$ cat src/rtl/pmem_arbiter.sv
// Arbitrates the single physical-memory port between the I-cache (read-only)
// and the D-cache (read/write); one line transfer in flight at a time.
module pmem_arbiter #(
  parameter int unsigned ADDR_W      = 16,
  parameter int unsigned LINE_W      = 128,
  parameter bit          ROUND_ROBIN = 1'b1
) (
  input  logic              clk,
  input  logic              rst,

  input  logic              i_read,
  input  logic [ADDR_W-1:0] i_address,
  output logic [LINE_W-1:0] i_rdata,
  output logic              i_resp,

  input  logic              d_read,
  input  logic              d_write,
  input  logic [ADDR_W-1:0] d_address,
  input  logic [LINE_W-1:0] d_wdata,
  output logic [LINE_W-1:0] d_rdata,
  output logic              d_resp,

  output logic              pmem_read,
  output logic              pmem_write,
  output logic [ADDR_W-1:0] pmem_address,
  output logic [LINE_W-1:0] pmem_wdata,
  input  logic [LINE_W-1:0] pmem_rdata,
  input  logic              pmem_resp
);

  typedef enum logic [1:0] {StIdle, StServeI, StServeD} state_e;

  state_e state_q;
  logic   last_d_q;  // 1: D-cache held the most recent grant
  logic   d_req;
  logic   d_wins;

  assign d_req  = d_read | d_write;
  // D takes the port unless I is also asking and round-robin says it is I's turn.
  assign d_wins = d_req & (~i_read | ~ROUND_ROBIN | ~last_d_q);

  always_ff @(posedge clk) begin
    if (rst) begin
      state_q  <= StIdle;
      last_d_q <= 1'b0;
    end else begin
      case (state_q)
        StIdle: begin
          if (d_wins) begin
            state_q  <= StServeD;
            last_d_q <= 1'b1;
          end else if (i_read) begin
            state_q  <= StServeI;
            last_d_q <= 1'b0;
          end
        end
        StServeI, StServeD: begin
          if (pmem_resp) state_q <= StIdle;
        end
        default: state_q <= StIdle;
      endcase
    end
  end

  assign i_rdata = pmem_rdata;
  assign d_rdata = pmem_rdata;

  always_comb begin
    pmem_read    = 1'b0;
    pmem_write   = 1'b0;
    pmem_address = '0;
    pmem_wdata   = '0;
    i_resp       = 1'b0;
    d_resp       = 1'b0;
    case (state_q)
      StServeI: begin
        pmem_read    = 1'b1;
        pmem_address = i_address;
        i_resp       = pmem_resp;
      end
      StServeD: begin
        // A simultaneous read and write is treated as a writeback.
        pmem_write   = d_write;
        pmem_read    = ~d_write;
        pmem_address = d_address;
        pmem_wdata   = d_wdata;
        d_resp       = pmem_resp;
      end
      default: ;
    endcase
  end

endmodule
$ cat config.mk
export PLATFORM = sky130hd
export DESIGN_NAME = pmem_arbiter
export DESIGN_NICKNAME = d
export VERILOG_FILES = /design/src/rtl/pmem_arbiter.sv
export SDC_FILE = /design/constraint.sdc
export NUM_CORES = 1
export LEC_CHECK = 0
export ABC_AREA = 1
export CORE_AREA = 2 2 271 273
export DETAILED_ROUTE_END_ITERATION = 8
export DIE_AREA = 0 0 273 275
export GPL_TIMING_DRIVEN = 0
export SLEW_MARGIN = 5
export SYNTH_ARGS = -nofsm -noshare
export SYNTH_HDL_FRONTEND = slang
export SYNTH_SLANG_ARGS = --single-unit
$ cat constraint.sdc
create_clock -name clk -period 1.5 [get_ports clk]
set_clock_uncertainty 0.05 [all_clocks]
set_input_delay 0.3 -clock clk [delete_from_list [all_inputs] [get_ports clk]]
set_output_delay 0.3 -clock clk [all_outputs]
set_load 0.01 [all_outputs]
Yosys cells after proc, flatten, opt, wreduce, memory -nomap -nowiden
Index checks and enable logic that the tools add are counted.

storage, ports and cells
  flip-flop bits (word level) = 3
  input bits = 294

cells by class
  eq/ne operators = 4
  muxes and demuxes = 12
  bitwise operators = 6
  reductions and logical operators = 5

operators by type and width
  operator              number
  $mux W128             1
  $pmux W16 S2          1
  $mux W2               3
  $mux W1               5
  $pmux W2 S2           1
  $reduce_and A2 Y1     2
  $ne A3 B3 Y1 const B  1
  $not A1 Y1            3
  $eq A2 B1 Y1 const B  1
  $eq A2 B2 Y1 const B  1
  $logic_not A2 Y1      1
  $ne A2 B2 Y1 const B  1
  $or A1 B1 Y1          2
  $pmux W1 S2           1
  $reduce_bool A2 Y1    1
  $reduce_or A2 Y1      1
  $and A1 B1 Y1         1

Logic depth before layout (Yosys ltp)
  depth in word-level cells = 5
  depth in mapped cells = 8
  gate-level depth less buffers = 8

Worst setup path before layout
No wires, ideal clock.

  path kind = register -> output
  from = register state_q[0]
  to = output pmem_address[0]
  data arrival time = 1.099 ns
  setup slack = 0.051 ns
  cell stages (with the launch flop) = 6
  path buffers = 1
  cells stage by stage = dfxtp_1 -> inv_1 -> ha_1 -> inv_2 -> buf_2 -> a21oi_1

on the way
  word-level cells in the longest chain between the ends = 2
  elaborated cells on any way between the ends = 3
  those cells by class = eq/ne: 2; mux: 1

ends and longest elaborated chain
  element                                       line  text
  start, declared                               33    state_e state_q;
  start signal, assigned                        44    state_q <= StIdle;
  start signal, assigned                        50    state_q <= StServeD;
  start signal, assigned                        53    state_q <= StServeI;
  $eq A2 B2 Y1 or $eq A2 B1 Y1 (tied branches)  75    case (state_q)
  $pmux W16 S2 *                                75
  end, declared                                 25    output logic [ADDR_W-1:0] pmem_address,

Every way passes the cells marked *; elsewhere a longest branch is shown, timed or not.

Final worst setup path
  from = register state_q[0]
  to = output pmem_address[7]

Same word-level chain as after synthesis.

==> impl_metrics.py <==
metrics = {
    "status": {
        "outcome": "complete, but fails checks",
        "violations": "setup timing",
    },
    "worst_setup_path": {
        "start_kind": "flop",
        "required_ps": 1150,
        "endpoint_kind": "output port",
        "cpPeakStageDelay_ps": 350,
        "cp_data_arrival_time_ps": 1550,
        "path_max_fanout": 4,
        "crit_path_frequent_cell": "buf_4",
        "crit_slowest_cell": "dfxtp_4",
        "path_cells": "buf_4 > ha_4 > buf_8 > buf_4 > buf_6 > nand2_1 > a21oi_2 > buf_2",
        "path_class": "reg2out",
    },
    "route": {
        "drc_errors": 0,
        "routed_wl_mm": 42.8,
        "first_pass_iters": 4,
        "via_count": 5828,
        "vias_per_cell": 2.63,
        "drtAntennaViolNets": 0,
        "wl_per_cell_um": 19.3,
        "drtIter0Drc": 106,
    },
    "sta": {
        "max_freq_mhz": 526,
        "max_slew_margin": 0.735,
        "fin_setup_tns_ps": -44220,
        "setup_violations": 149,
        "hold_violations": 0,
        "layout_setup_ws_ps": -401,
        "rsz0062_at_grt": "true",
        "fin_crit_sh": 1.27,
        "finalMaxSlewViolations": 0,
        "fin_crit_ps": 1900,
        "tightest_slew_ps": 396,
    },
    "die": {
        "num_rows": 99,
        "die_x_um": 273,
        "pin_count": 698,
        "start_util": 0.0480,
        "core_area_mm2": 0.0723,
        "die_area_mm2": 0.0751,
        "die_y_um": 275,
    },
    "logic_synthesis": {
        "ys.flop_type": "dfxtp_1",
        "ys_top_cells_by_area": "buf_4 (59%), nand2_1 (18%), inv_1 (15%)",
        "yosys_warnings": 0,
        "async_flop_share": 0,
        "synth_top_area_frac": 0.588,
        "synth_edf_count": 0,
        "yosysMostFrequentCell": "buf_4",
        "yosysSeqAreaShare": 0.0173,
        "synth.distinct_cells": 14,
        "syn_inst": 620,
        "avgSynthCellArea_um2": 5.60,
        "synth_common_cells": "buf_4 (272), nand2_1 (170), inv_1 (138)",
        "synth_area_mm2": 0.00347,
        "syn_nets": 917,
        "ys_ff_latch": 3,
        "yosys.area.top_type": "buf_4",
    },
    "power": {
        "power_density_mw_per_mm2": 618,
        "power.leakage_nw": 6.15,
        "ir_drop_mv": 0.534,
        "p_total_mw": 7.67,
    },
    "final_layout": {
        "design_area_mm2": 0.0124,
        "drive_gt1_frac": 0.591,
        "stdcell_count": 2214,
        "fillCellCount": 8204,
        "nNetsFinal": 1537,
        "syn_to_final_growth_pct": 257,
    },
    "clock_tree": {
        "cts_tree": "yes",
        "numCtsBuffers": 3,
        "path_clk_slew_ps": 30,
        "cts-root-buf": "clkbuf_16",
        "cts_max_level": 1,
        "clk_latency_ps": 230,
        "clock-sinks": 3,
        "clockBufferDepth": 2,
        "ctsHoldBuffers": 0,
    },
    "grt": {
        "grt-ovfl-total": 0,
        "grt_usage": 0.103,
        "grt_pass1_wl_mm": 51.2,
        "antenna_found_initial": 33,
        "grt_max_degree": 11,
        "grt_pass1_vias": 5960,
    },
    "worst_hold_path": {
        "hold_class": "reg2reg",
    },
    "placement": {
        "port_buffers": 569,
        "globalplace.congestion": 0.908,
        "placed_area_mm2": 0.0104,
        "dp_hpwl_mm": 38.1,
        "place_ws_ps": -1110,
        "dp_cells": 2148,
    },
    "run": {
        "cap_violations": 0,
    },
}
-- layout by cell type, fill, tap and decap left out, types with 8 or more instances in the layout --
cell,n
nand2_8,10
nand2_4,68
clkdlybuf4s50_1,421
inv_2,102
buf_12,20
diode_2,16
nand2_2,43
clkbuf_16,10
inv_1,26
buf_4,265
buf_8,18
buf_6,129
buf_2,27
nand2_1,49
a21oi_2,18
inv_4,8
-- final cells by class --
cell class	count	area, um^2	area share
timing repair buffer	620	6550	0.528
buffer	270	2170	0.175
multi-input combinational	203	1740	0.140
tap	959	1200	0.0968
inverter	139	559	0.0451
clock buffer	4	78.8	0.00636
sequential	3	67.6	0.00545
antenna	16	40.0	0.00323
-- metal layers --
metal / part of all wire / up-vias / GRT usage
met5: 0.0048 / - / 0
met4: 0.036 / 32 / 0.0247
met3: 0.11 / 80 / 0.0469
met2: 0.52 / 464 / 0.202
met1: 0.33 / 2515 / 0.0972
li1: - / 2737 / -
-- power breakdown --
| group | internal, mW | switching [mW] | total [mW] |
|---|---|---|---|
| Clock | 0.351 | 0.0806 | 0.432 |
| Sequential | 0.100 | 0.0193 | 0.120 |
| Combinational | 3.92 | 3.19 | 7.12 |
| Total | 4.37 | 3.29 | 7.67 |
-- critical path, delay by kind of cell, from the launching register on --
kind / cells / cell delay, ps
buffers and inverters: 5 / 600
DFF: 1 / 350
adders and majority gates: 1 / 150
AOI/OAI and AO/OA: 1 / 140
and+or+nand+nor: 1 / 70
-- through the flow --
step / hold slack [ps] / util
floorplan: 319 / -
global placement: 403 / 0.143
detailed placement: 407 / 0.143
CTS: 411 / 0.155
global route: 444 / 0.171
finish: 407 / 0.171
-- cell families (layout without fill, tap and decap cells) --
family,after synthesis,after routing,synth area share
other,0,16,0
AO/OA/AOI/OAI,23,23,0.0339
AND/OR/NAND/NOR,177,177,0.193
adder cells (fa/ha/maj),3,3,0.0108
buffers and inverters,414,1033,0.745
flip-flops,3,3,0.0173
-- worst paths after layout --
path	to	startpoint	slack (ps)	cells after the start
setup / recovery	pmem_address[7]	state_q[0]	-400	8
hold / removal	last_d_q	last_d_q	410	2
setup reg to reg	state_q[1]	state_q[0]	-10	9
hold reg to reg	last_d_q	last_d_q	410	2
-- state kept, by name (all words and copies together) (netlist names) --
name,cells
state_q,2
last_d_q,1
-- repair_timing --
action	in CTS	in global routing
cloned	8	7
gates resized for setup	892	387
pin swaps	6	12
buffers inserted	29	11
setup endpoints to repair	148	150
No activity file was read; power rests on OpenSTA's default activity.
